### src/rtl/irq_pkg.sv
// Shared constants for the interrupt controller: register map, empty-vector code
// and control-register bit positions.
package irq_pkg;
  localparam logic [2:0] REG_RAW   = 3'd0;
  localparam logic [2:0] REG_PEND  = 3'd1;
  localparam logic [2:0] REG_MASK  = 3'd2;
  localparam logic [2:0] REG_MODE  = 3'd3;
  localparam logic [2:0] REG_POL   = 3'd4;
  localparam logic [2:0] REG_VEC   = 3'd5;
  localparam logic [2:0] REG_FORCE = 3'd6;
  localparam logic [2:0] REG_CTRL  = 3'd7;

  localparam logic [7:0] VEC_NONE  = 8'h80;
  localparam int         CTRL_GEN  = 0;
endpackage

### src/rtl/irq_ctrl_if.sv
// CPU register bus as seen by the interrupt controller; the decoder/CPU side is
// the master, the controller is the slave.
interface irq_ctrl_if;
  logic       cs;
  logic       rw;
  logic [2:0] addr;
  logic [7:0] data_in;
  logic [7:0] data_out;

  modport master (output cs, rw, addr, data_in, input data_out);
  modport slave  (input cs, rw, addr, data_in, output data_out);
endinterface

### src/rtl/irq_sync.sv
// One-bit multi-flop synchroniser for an asynchronous interrupt source.
module irq_sync #(
  parameter int SYNC_STAGES = 2
) (
  input  logic clock,
  input  logic reset,
  input  logic d,
  output logic q
);
  logic [SYNC_STAGES-1:0] r_sync;

  always_ff @(posedge clock) begin
    if (reset) r_sync <= '0;
    else       r_sync <= {r_sync[SYNC_STAGES-2:0], d};
  end

  assign q = r_sync[SYNC_STAGES-1];
endmodule

### src/rtl/irq_ctrl.sv
// Programmable interrupt controller: synchronised sources, per-channel polarity,
// mask and edge/level mode, W1C pending, software force and a priority vector.
module irq_ctrl
  import irq_pkg::*;
#(
  parameter int CHANNELS    = 8,
  parameter int SYNC_STAGES = 2
) (
  input  logic                clock,
  input  logic                reset,
  input  logic [CHANNELS-1:0] src,
  irq_ctrl_if.slave           bus,
  output logic                irq_n,
  output logic                vec_valid
);
  logic [CHANNELS-1:0] r_hist, r_pend, r_mask, r_mode, r_pol;
  logic                r_gen;

  logic [CHANNELS-1:0] w_sync, w_act, w_rise, w_pe, w_wdata;
  logic [CHANNELS-1:0] w_w1c, w_force, w_mode_chg, w_pol_nxt, w_pend_nxt;
  logic                w_wr;

  for (genvar g = 0; g < CHANNELS; g++) begin : g_sync
    irq_sync #(.SYNC_STAGES(SYNC_STAGES)) u_sync (
      .clock (clock),
      .reset (reset),
      .d     (src[g]),
      .q     (w_sync[g])
    );
  end

  function automatic logic [7:0] ext(input logic [CHANNELS-1:0] v);
    logic [7:0] r;
    r = '0;
    r[CHANNELS-1:0] = v;
    return r;
  endfunction

  // Lowest-numbered enabled pending channel wins.
  function automatic logic [7:0] prio_vec(input logic [CHANNELS-1:0] pe);
    logic [7:0] v;
    v = VEC_NONE;
    for (int i = CHANNELS - 1; i >= 0; i--)
      if (pe[i]) v = 8'(i);
    return v;
  endfunction

  assign w_wr       = ~bus.cs & ~bus.rw;
  assign w_wdata    = bus.data_in[CHANNELS-1:0];
  assign w_act      = w_sync ^ r_pol;
  assign w_rise     = w_act & ~r_hist;
  assign w_pe       = r_pend & r_mask;
  assign w_w1c      = (w_wr && bus.addr == REG_PEND)  ? w_wdata : '0;
  assign w_force    = (w_wr && bus.addr == REG_FORCE) ? w_wdata : '0;
  assign w_mode_chg = (w_wr && bus.addr == REG_MODE)  ? (w_wdata ^ r_mode) : '0;
  assign w_pol_nxt  = (w_wr && bus.addr == REG_POL)   ? w_wdata : r_pol;

  // Edge channels latch until W1C (a fresh edge beats the clear); level channels
  // follow act; a mode change drops the channel's pending state.
  assign w_pend_nxt = ((r_mode & ((r_pend & ~w_w1c) | w_rise)) |
                       (~r_mode & w_act) | w_force) & ~w_mode_chg;

  always_ff @(posedge clock) begin
    if (reset) begin
      r_hist    <= '0;
      r_pend    <= '0;
      r_mask    <= '0;
      r_mode    <= '0;
      r_pol     <= '1;
      r_gen     <= 1'b0;
      irq_n     <= 1'b1;
      vec_valid <= 1'b0;
    end else begin
      // History is taken under the polarity in force next cycle, so a POL
      // rewrite never looks like an edge.
      r_hist    <= w_sync ^ w_pol_nxt;
      r_pend    <= w_pend_nxt;
      r_pol     <= w_pol_nxt;
      irq_n     <= ~(r_gen & |w_pe);
      vec_valid <= |w_pe;
      if (w_wr) begin
        case (bus.addr)
          REG_MASK: r_mask <= w_wdata;
          REG_MODE: r_mode <= w_wdata;
          REG_CTRL: r_gen  <= bus.data_in[CTRL_GEN];
          default:  ;
        endcase
      end
    end
  end

  always_comb begin
    bus.data_out = '0;
    case (bus.addr)
      REG_RAW:  bus.data_out = ext(w_act);
      REG_PEND: bus.data_out = ext(r_pend);
      REG_MASK: bus.data_out = ext(r_mask);
      REG_MODE: bus.data_out = ext(r_mode);
      REG_POL:  bus.data_out = ext(r_pol);
      REG_VEC:  bus.data_out = prio_vec(w_pe);
      REG_CTRL: bus.data_out[CTRL_GEN] = r_gen;
      default:  bus.data_out = '0;
    endcase
  end
endmodule

### src/flat_wrapper.sv
// flat-port wrapper written by rule: the top's interface ports become plain ports
module irq_ctrl_flat import irq_pkg::*;
#(
  parameter int CHANNELS    = 8,
  parameter int SYNC_STAGES = 2
)
  (clock, reset, src, irq_n, vec_valid, bus_cs, bus_rw, bus_addr, bus_data_in, bus_data_out);
  irq_ctrl_if bus_i ();
  input  logic clock;
  input  logic reset;
  input  logic [CHANNELS-1:0] src;
  output logic irq_n;
  output logic vec_valid;
  input wire logic [$bits(bus_i.cs)-1:0] bus_cs;
  input wire logic [$bits(bus_i.rw)-1:0] bus_rw;
  input wire logic [$bits(bus_i.addr)-1:0] bus_addr;
  input wire logic [$bits(bus_i.data_in)-1:0] bus_data_in;
  output wire logic [$bits(bus_i.data_out)-1:0] bus_data_out;
  assign bus_i.cs = bus_cs;
  assign bus_i.rw = bus_rw;
  assign bus_i.addr = bus_addr;
  assign bus_i.data_in = bus_data_in;
  assign bus_data_out = bus_i.data_out;
  irq_ctrl #(.CHANNELS(CHANNELS), .SYNC_STAGES(SYNC_STAGES)) u_core (.clock(clock), .reset(reset), .src(src), .bus(bus_i), .irq_n(irq_n), .vec_valid(vec_valid));
endmodule
### config.mk
export PLATFORM = sky130hd
export DESIGN_NAME = irq_ctrl_flat
export DESIGN_NICKNAME = d
export VERILOG_FILES = /design/src/rtl/irq_pkg.sv /design/src/rtl/irq_ctrl_if.sv /design/src/rtl/irq_sync.sv /design/src/rtl/irq_ctrl.sv /design/src/flat_wrapper.sv
export SDC_FILE = /design/constraint.sdc
export NUM_CORES = 1
export LEC_CHECK = 0
export ABC_CLOCK_PERIOD_IN_PS = 4100
export CAP_MARGIN = 20
export CORE_MARGIN = 2
export CORE_UTILIZATION = 60
export DETAILED_ROUTE_END_ITERATION = 10
export GPL_ROUTABILITY_DRIVEN = 0
export HOLD_SLACK_MARGIN = 0.12
export PLACE_DENSITY = 0.89
export SLEW_MARGIN = 25
export SYNTH_ARGS = -nofsm -noshare
export SYNTH_HDL_FRONTEND = slang
export SYNTH_SLANG_ARGS = --single-unit
### constraint.sdc
create_clock -name clock -period 4.1 [get_ports clock]
set_input_delay 0.82 -clock clock [delete_from_list [all_inputs] [get_ports clock]]
set_output_delay 0.82 -clock clock [all_outputs]
set_load 0.02 [all_outputs]
# [Word level (Yosys, flattened, before mapping)]
# Index checks and enable logic that the tools add are counted.
[totals] register_bits=59 input_bits=23
[classes] n_eq_ne=7 muxes=14 n_bitwise=21 n_reduce_logical=9
[ops] cell="$mux 8" n=12
[ops] cell="$and 8x8->8" n=6
[ops] cell="$pmux 7 s6" n=1
[ops] cell="$not 8->8" n=4
[ops] cell="$or 8x8->8" n=3
[ops] cell="$xor 8x8->8" n=3
[ops] cell="$eq 3x3->1 const B" n=4
[ops] cell="$reduce_or 8->1" n=1
[ops] cell="$pmux 1 s7" n=1
[ops] cell="$eq 3x2->1 const B" n=2
[ops] cell="$reduce_and 2->1" n=3
[ops] cell="$logic_and 1x1->1" n=4
[ops] cell="$eq 3x1->1 const B" n=1
[ops] cell="$logic_not 3->1" n=1
[ops] cell="$not 1->1" n=3
[ops] cell="$and 1x1->1" n=2

# [Longest topological paths before layout]
[logic_depth] word_depth=11 depth_mapped=6 ltp_nobuf=4

# [Hierarchy]
# Synthesis repeated with hierarchy kept, for this count alone.
[unflattened] hier_cells=321 area_unflattened_um2=2861.5
[by_module_without_submodules] module="irq_ctrl" n_inst=1 cells_per_inst=289 area_per_inst_um2=2441.1
[by_module_without_submodules] module="irq_sync" n_inst=8 cells_per_inst=4 area_per_inst_um2=52.6

# [Worst setup path after synthesis]
# OpenSTA, ideal clock, no wires.
[synth_path] path_type="in2out" startpoint="in bus_addr[1]" endpoint="out bus_data_out[5]" t_arrival_ps=2016 setup_slack_ps=1264 path_stages=6 path_buffers=2 path_cell_list="clkbuf_1 -> clkbuf_1 -> nand2_1 -> a21oi_1 -> a31oi_1 -> o22ai_1"
[synth_between] elab_chain_cells=2 word_cells_on_any_way=7
[synth_lines] element="start: declaration" line="flat_wrapper.sv:16" text="input wire logic [$bits(bus_i.addr)-1:0] bus_addr;"
[synth_lines] element="$eq 3x3->1 (tied with other cells)" line="irq_ctrl.sv:94" text="case (bus.addr)"
[synth_lines] element="$pmux 7 s6 (*)" line="irq_ctrl.sv:94"
[synth_lines] element="end: declaration" line="flat_wrapper.sv:18" text="output wire logic [$bits(bus_i.data_out)-1:0] bus_data_out;"
# Mark *: on every way between the ends. The rest lies on a longest branch, timed or not.

# [Worst setup path after layout]
[layout_path] startpoint="in bus_addr[1]" endpoint="out bus_data_out[3]"
# The elaborated chain is that of the path after synthesis.

==> impl_metrics.csv <==
group,metric,value,unit
clocking,cts_buffers,9,
logic_synthesis,ys_seq_area_frac,0.419,
clocking,cts_sinks,59,
detailed_routing,firstDrtPassIters,5,
grt,grt_use_total,0.262,
worst_setup_path,crit_start,"bus_addr[1]",
cells_and_area,antenna_cells,0,
clocking,cts_tree,"built",
worst_setup_path,critical_path_class,"input pin to primary output",
grt,use_met3,0.0500,
logic_synthesis,netlist_area,2820,um^2
pwr,ir_drop,0.000290,V
logic_synthesis,yosys.area.top_type,"dfxtp_1",
pwr,p_sw_frac,0.242,
logic_synthesis,syn_avg_cell_area,8.86,um^2
pwr,p_total,0.00126,W
worst_setup_path,start_kind,"input pin",
worst_setup_path,cp.required,3.28,ns
die,die_height,72.5,um
die,fp.dieArea,5260,um^2
cells_and_area,fin_util,0.758,
detailed_routing,drt.antenna.violating_nets,0,
detailed_routing,viasPerCell,6.29,
pwr,p_comb_frac,0.117,
logic_synthesis,ys_ff_latch,59,
clocking,htreeDepth,3,
logic_synthesis,yosysUniqueCellTypes,39,
grt,use_met1,0.346,
clocking,clk_pin_slew_worst_paths,0.06,ns
outcome,status,"complete, no violations",
clocking,clk_path_buf_depth,2,
logic_synthesis,synth.net_count,341,
worst_setup_path,cp_cell_sequence,"clkdlybuf4s50_1, or3b_2, a21oi_1, a31oi_1, o22ai_1, clkdlybuf4s50_1",
detailed_routing,routed_wl,6510,um
logic_synthesis,ys_top_cells_by_area,"dfxtp_1 42%, mux2i_1 7.1%, nor2b_1 6.0%",
sta,finalSetupTns,0,ns
detailed_routing,vias,2559,
worst_setup_path,critPathMaxFanout,10,
logic_synthesis,netlist_instances,318,
die,die_x,72.5,um
cells_and_area,areaGrowthSynthToFinish,19.6,%
clocking,cts_root_buffer,"clkbuf_8",
cells_and_area,fill_cells,326,
pwr,p_per_area,374,nW/um^2
grt,grt_max_degree,58,
detailed_routing,wire_per_inst,16.0,um
worst_setup_path,r2r_setup_slack,2.93,ns
logic_synthesis,ys_async_sr_fraction,0,
clocking,postCtsHoldBufs,0,
die,core_area,4440,um^2
detailed_routing,drc,0,
cells_and_area,fin_nets,373,
sta,finalCritPeriodShare,0.930,
clocking,clk_latency,0.34,ns
logic_synthesis,synth_top_area_frac,0.419,
pwr,clkPwrFrac,0.396,
hold_path,min_path_type,"flop to flop",
sta,rsz0062_at_grt,"false",
grt,top_usage_layer,"met2",
sta,skew,0.00782,ns
placed_design,hpwl,4340,um
worst_setup_path,r2r_end,"u_core.irq_n",
worst_setup_path,crit_end,"bus_data_out[3]",
sta,drv_slew,0,
logic_synthesis,yosysMostFrequentCell,"dfxtp_1",
clocking,cts_setup_buffers,0,
job,cap_violations,0,
logic_synthesis,yosys_warnings,0,
die,start_util,0.634,
pwr,p_leak,1.36,nW
clocking,cts_resized,0,
logic_synthesis,synth_top_cells_by_count,"59 x dfxtp_1, 31 x nand2_1, 27 x nor2b_1, 21 x nor2_1",
sta,tightest_slew,0.912,ns
worst_setup_path,max_stage_delay,0.63,ns
pwr,p_int,0.000956,W
sta,slew-limit-headroom,0.392,
sta,max_freq,0.262,GHz
hold_path,min_path_cells,1,
grt,grt-ovfl-total,0,
worst_setup_path,crit_arrival,2.99,ns
worst_setup_path,rr_worst_depth,4,
worst_setup_path,r2r_start,"u_core.r_pend[6]",
grt,grt_pass1_vias,2284,
worst_setup_path,crit_path_top_delay_cell,"clkdlybuf4s50_1",
placed_design,place_ws,0.347,ns
pwr,power.switching,0.000306,W
grt,grt_pass1_wl,10600,um
worst_setup_path,endpoint_kind,"primary output",
grt,met2_usage,0.395,
logic_synthesis,synth-edff-count,0,
sta,hold_viol_final,0,
detailed_routing,drt_iter0_drc,316,
worst_setup_path,critPathMostFrequentCell,"clkdlybuf4s50_1",
sta,layout_setup_ws,0.286,ns
cells_and_area,drive_above_1_share,0.0761,
die,rows,24,
pwr,p_seq_frac,0.487,
sta,fin_crit,3.81,ns
placed_design,port_buffers,32,
logic_synthesis,ys.flop_type,"dfxtp_1",
grt,antenna_found_initial,0,
die,top_level_ports,33,
sta,setup_viol,0,
critical path: cells and delay by family:
kind                   cells  cell delay (ns)
buffers and inverters      2             1.25
and+or+nand+nor            1             0.55
AOI/OAI and AO/OA          3             0.36
power groups by stage:
stage               clock, W  combinational (W)  sequential (W)
floorplan                  0          0.0000863        0.000621
global placement           0           0.000142        0.000625
detailed placement         0           0.000145        0.000626
CTS                 0.000506           0.000146        0.000613
global route        0.000531           0.000160        0.000617
finish              0.000499           0.000148        0.000614
logic make-up (layout without fill, tap and decap cells):
group,after synthesis,in the layout,synth area share
flops,59,59,0.419
buf+inv,22,59,0.0306
xor+xnor,16,16,0.0497
simple gates,125,125,0.228
compound gates,66,66,0.162
mux,30,30,0.111
cells in the final DEF, fill, tap and decap left out, types with 3 or more instances in the layout:
cell and count:
dfxtp_1 59, nand2_1 31, clkdlybuf4s50_1 31, nor2b_1 27
nor2_1 21, a21oi_1 20, mux2i_1 20, nand3_1 18
nand2b_1 15, clkbuf_8 13, xor2_1 11, a22oi_1 9
a221oi_1 8, mux2_1 7, buf_4 7, o22ai_1 5
a31oi_1 5, xnor2_1 5, inv_1 4, and2_1 3
mux2_2 3, a211oi_1 3
state kept, by name, summed over array words and instances, names as in the netlist:
name	count
u_core.r_mask	8
u_core.g_sync.u_sync.r_sync	16
u_core.vec_valid	1
u_core.r_pend	8
u_core.r_hist	8
u_core.r_pol	8
u_core.r_gen	1
u_core.r_mode	8
u_core.irq_n	1
cell type report:
type	instances	area [um^2]	area share
Clock buffer	15	186	0.0553
Clock inverter	1	5.00	0.00148
Inverter	4	15.0	0.00445
Multi-Input combinational cell	237	1550	0.460
Sequential cell	59	1180	0.350
Tap cell	52	65.1	0.0193
Timing Repair Buffer	39	368	0.109
metal layers:
metal	vias to the layer above	part of all wire
met5	-	0
li1	1192	-
met3	26	0.099
met4	0	0.033
met2	156	0.45
met1	1185	0.42
metrics by stage:
step,hold slack [ns],std cells,instance area [um^2]
finish,0.408,407,3370
global route,0.420,407,3370
CTS,0.406,407,3370
detailed placement,0.389,391,3180
global placement,0.382,391,3180
floorplan,0.367,318,2820
how the worst min path moves through the flow:
stage                  from            to
6_report       u_core.r_gen  u_core.irq_n
5_1_grt        u_core.r_gen  u_core.irq_n
4_1_cts        u_core.r_gen  u_core.irq_n
3_5_place_dp   u_core.r_gen  u_core.irq_n
3_3_place_gp   u_core.r_gen  u_core.irq_n
2_1_floorplan  u_core.r_gen  u_core.irq_n
(Power assumes the default switching activity.)
==> patch 1: new RTL, same flow settings <==
Make the reset (`reset`) asynchronous in 2 clocked blocks.
--- a/src/rtl/irq_sync.sv
+++ b/src/rtl/irq_sync.sv
@@ -10,5 +10,5 @@
   logic [SYNC_STAGES-1:0] r_sync;
 
-  always_ff @(posedge clock) begin
+  always_ff @(posedge clock or posedge reset) begin
     if (reset) r_sync <= '0;
     else       r_sync <= {r_sync[SYNC_STAGES-2:0], d};
--- a/src/rtl/irq_ctrl.sv
+++ b/src/rtl/irq_ctrl.sv
@@ -61,5 +61,5 @@
                        (~r_mode & w_act) | w_force) & ~w_mode_chg;
 
-  always_ff @(posedge clock) begin
+  always_ff @(posedge clock or posedge reset) begin
     if (reset) begin
       r_hist    <= '0;
Formal check against the unedited RTL: differs if reset is asserted again (counterexample within 4 cycles, from zero or initial values and one cycle with reset high); with reset held inactive, the same outputs for 4 cycles.
==> patch 1 against the unedited design <==
Via count down 12%. Synthesized area up 1.6%. Core utilization down 0.92 points. Setup slack worse by 60 ps. Sequential cell count unchanged. Wire length down 0.23%. Global-route usage up 0.93 points. Design area up 3.6%.
Power is not compared: it rests on default switching activity, and its combinational part moved more than twofold at a synthesized area within 25%.
==> patch 1: results (changes against the unedited design) <==
async_reset_ff_share_pct: 100  # +100 points
yosysWarnings: 0  # unchanged
drive_above_1_share_pct: 19.9  # +12 points
grt_pass1_wl_mm: 10.7  # +1.1%
worstPathArrival_ps: 3050  # +60 ps
status: "completed"
worstMarginPinSlew_ps: 792  # -120 ps
grt_pass1_vias: 2204  # -3.5%
synth.area.top_cells: "dfrtp_1 44%, dfstp_2 8.3%, mux2_2 7.9%"
synth_cell_types: 36  # -7.7%
ys_seq_area_share_pct: 52.0  # +10 points
cts.reportedPaths.clkPinSlew_ps: 70
routed_wl_mm: 6.49  # -0.23%
hp-class: "reg -> reg"
root_buffer: "clkbuf_8"
synth_ff_type: "dfrtp_1"
cts_made_buffers: 9  # unchanged
cp_slowest_cell: "clkdlybuf4s50_1"
pre_cts_ws_ps: 247  # -100 ps
worstReg2RegStart: "u_core.r_pend[2]"
leakage_nw: 1.45
port_buffers: 32  # unchanged
hpwl_mm: 4.37  # +0.86%
top_register: "u_core.g_sync.u_sync.r_sync"
drtIter0Drc: 215  # -32%
min_from: "u_core.g_sync[7].u_sync.r_sync[0]"
insertion_delay_ps: 350
nets: 326  # -13%
cts_resized: 0  # unchanged
antenna_found_initial: 0  # unchanged
largest_reg_flops: 16  # unchanged
cts_setup_buffers: 0  # unchanged
path_max_fanout: 9  # -1
syn_nets: 282  # -17%
grt_usage_pct: 27.2  # +0.93 points
crit_path_start: "bus_addr[0]"
first_pass_iters: 4  # -1
fin_skew_ps: 11.0  # +3.14 ps
crit_family: "buffers and inverters"
ir_worst_vdd_mv: 0.311
synthTopCellsByCount: "50 x dfrtp_1, 34 x nand2_1, 20 x mux2_2"
vias_per_cell: 6.26  # -0.39%
grt_start_max_net_pins: 39  # -33%
[patch 1: changes by cell type after synthesis, sizes merged, moves of 10 or more]
cell    delta
mux2      +10
mux2i     -16
clkbuf    -13
nor2b     -19
nor2      -20
nand2b    -11
dfrtp     +50
dfxtp     -59
nor3b     +13
[patch 1: logic make-up after synthesis]
group	after synthesis	share of synthesized area [%]
muxes	24	9.27
DFF	59	52.0
xor gates and xnor gates	16	4.90
and+or+nand+nor	86	16.2
AOI/OAI and AO/OA	60	15.4
buffers and inverters	14	2.19
[patch 1: stage by stage]
| step | hold slack (ps) | util [%] | instance area, um^2 | instances |
|---|---|---|---|---|
| 6_report | 334 | 74.9 | 3490 | 361 |
| 5_1_grt | 353 | 74.9 | 3490 | 361 |
| 4_1_cts | 342 | 74.9 | 3490 | 361 |
| 3_5_place_dp | 335 | 70.6 | 3290 | 346 |
| 3_3_place_gp | 332 | 70.6 | 3290 | 346 |
| 2_1_floorplan | 331 | - | 2860 | 259 |
[patch 1: layer usage]
| layer | GRT usage, % | part of all wire [%] | vias to the layer above |
|---|---|---|---|
| met5 | 0 | 0 | - |
| met4 | 13.4 | 2.7 | 0 |
| met3 | 9.12 | 5.1 | 21 |
| met2 | 40.5 | 49 | 80 |
| met1 | 35.4 | 43 | 1115 |
| li1 | - | - | 1045 |
[patch 1: area by class of cell]
class	instances	area [um^2]
flip-flops and latches	59	1490
multi-input cells	186	1310
fillers	315	1170
repair buffers	44	410
clock buffers	13	169
well taps	54	67.6
clock inverters	2	35.0
inverters	3	11.3
[patch 1: worst paths after layout]
kind	slack [ps]	depth (start not counted)	end
max	230	7	bus_data_out[0]
min	330	0	u_core.g_sync[7].u_sync.r_sync[1]
max reg2reg	2610	4	u_core.irq_n
min reg2reg	330	0	u_core.g_sync[7].u_sync.r_sync[1]
max in group asynchronous	2320	3	u_core.r_pol[7]
min in group asynchronous	940	2	u_core.r_pend[5]
[patch 1: power breakdown]
part | total, W | switching [W] | internal, W
Sequential | 0.000863 | 0.000133 | 0.000730
Combinational | 0.000469 | 0.000224 | 0.000245
Clock | 0.000545 | 0.000219 | 0.000326
Total | 0.00188 | 0.000576 | 0.00130
==> patch 2: new RTL, config.mk and constraints unchanged <==
Made on the original files. `CHANNELS` is set to 8 in 2 places; all go to 4.
--- a/src/rtl/irq_ctrl.sv
+++ b/src/rtl/irq_ctrl.sv
@@ -4,5 +4,5 @@
   import irq_pkg::*;
 #(
-  parameter int CHANNELS    = 8,
+  parameter int CHANNELS    = 4,
   parameter int SYNC_STAGES = 2
 ) (
--- a/src/flat_wrapper.sv
+++ b/src/flat_wrapper.sv
@@ -2,5 +2,5 @@
 module irq_ctrl_flat import irq_pkg::*;
 #(
-  parameter int CHANNELS    = 8,
+  parameter int CHANNELS    = 4,
   parameter int SYNC_STAGES = 2
 )
Interface: changed (resized src); port bits go from 33 to 29. No check against the original RTL was run, so the function may have changed too.
==> patch 2 against the unedited design <==
Register-to-register slack gained 40 ps. Setup slack better by 140 ps. Largest power group unchanged. Synthesized area is 43% lower. Sequential power shrank 48%. Sequential cell count down 28. Power fell by 54%. Critical path depth shrank 1. Hold slack improved by 31 ps. Design area down 45%. Clock skew down 2.6 ps. Via count shrank 46%. Critical endpoint is now bus_data_out[0]. Combinational power shrank 39%. Wire length fell by 48%.
==> patch 2: results (changes against the unedited design) <==
synth.area.top_cells: "dfxtp_1 38%, mux2i_1 8.0%, nor2b_1 5.4%"
path_max_fanout: 13  # +3
fin_ws_ps: 431  # +145 ps
pre_cts_ws_ps: 441  # +93.5 ps
yosysWarnings: 0  # unchanged
antenna_found_initial: 0  # unchanged
insertion_delay_ps: 310  # -30 ps
r2r_slack_ps: 2970  # +40 ps
synth_cell_types: 30  # -23%
nets: 224  # -40%
vias: 1394  # -46%
ys_seq_area_share_pct: 38.4  # -3.5 points
drive_above_1_share_pct: 6.83  # -0.78 points
cts_setup_buffers: 0  # unchanged
crit_end: "bus_data_out[0]"
grt_start_max_net_pins: 36  # -38%
ir_worst_vdd_mv: 0.263  # -9.6%
grt_pass1_wl_mm: 5.64  # -47%
cp_slowest_cell: "clkdlybuf4s50_1"
hpwl_mm: 2.48  # -43%
holdPathStages: 1  # unchanged
status: "completed"
cts_resized: 0  # unchanged
cpPeakStageDelay_ps: 660  # +30 ps
cts.reportedPaths.clkPinSlew_ps: 80  # +20 ps
diodes: 0  # unchanged
worstPathArrival_ps: 2850  # -140 ps
grt_usage_pct: 22.5  # -3.7 points
timing.rr.end: "u_core.r_pend[2]"
largest_reg_flops: 8  # -8
grt_pass1_vias: 1338  # -41%
drt_drc_violations_left: 0  # unchanged
min_from: "u_core.g_sync[0].u_sync.r_sync[0]"
port_buffers: 21  # -34%
crit_family: "buffers and inverters"
drtIter0Drc: 53  # -83%
async_reset_ff_share_pct: 0  # unchanged
routed_wl_mm: 3.41  # -48%
min_to: "u_core.g_sync[0].u_sync.r_sync[1]"
worstReg2RegStart: "u_core.r_pol[2]"
fin_skew_ps: 5.24  # -2.58 ps
hp-class: "reg -> reg"
cts_made_buffers: 5  # -4
synthTopCellsByCount: "31 x dfxtp_1, 14 x nand2_1, 14 x nor2b_1"
slew_headroom_pct: 45.2  # +6.0 points
root_buffer: "clkbuf_4"
first_pass_iters: 4  # -1
leakage_nw: 0.756  # -44%
h-tree-depth: 2  # -1
-- patch 2: cell types whose count changed in the layout (fill, tap and decap cells not counted), sizes merged, moves of 9 or more --
cell / unedited run / this run
dfxtp: 59 / 31
clkbuf: 15 / 6
nor2b: 27 / 14
nand3: 18 / 3
clkdlybuf4s50: 31 / 20
nand2: 31 / 14
a21oi: 20 / 11
mux2: 10 / 0
-- patch 2: cell type report --
| cell class | instances | area (um^2) |
|---|---|---|
| clock buffer | 6 | 51.3 |
| clock inverter | 1 | 5.00 |
| fill | 200 | 661 |
| inverter | 5 | 18.8 |
| multi-input combinational | 138 | 901 |
| sequential | 31 | 621 |
| tap | 30 | 37.5 |
| timing repair buffer | 24 | 228 |
-- patch 2: logic make-up after synthesis --
| group | Yosys count | share of synthesized area, % |
|---|---|---|
| other | 1 | 0.232 |
| flip-flops | 31 | 38.4 |
| XOR/XNOR | 4 | 2.17 |
| AND/OR/NAND/NOR | 72 | 25.2 |
| buffers and inverters | 22 | 6.35 |
| multiplexers | 13 | 8.05 |
| AO/OA/AOI/OAI | 46 | 19.7 |
-- patch 2: through the flow --
step	power [W]	cells	area, um^2	hold WS, ps
global route	0.000613	235	1860	448
finish	0.000586	235	1860	439
global placement	0.000415	228	1810	398
floorplan	0.000388	191	1620	370
CTS	0.000590	235	1860	438
detailed placement	0.000418	228	1810	420
-- patch 2: layer usage --
metal / track usage (%) / vias to the layer above / share of wire (%)
met3: 4.88 / 2 / 6.2
met1: 25.9 / 663 / 43
met2: 41.0 / 41 / 50
met4: 7.82 / 0 / 0.44
li1: - / 688 / -
met5: 0 / - / 0
-- patch 2: report_power, final --
part           switching (W)  leakage, nW  internal [W]
clock network      0.0000946       0.0341     0.0000794
registers         0.00000850        0.255      0.000313
logic              0.0000467        0.467     0.0000435
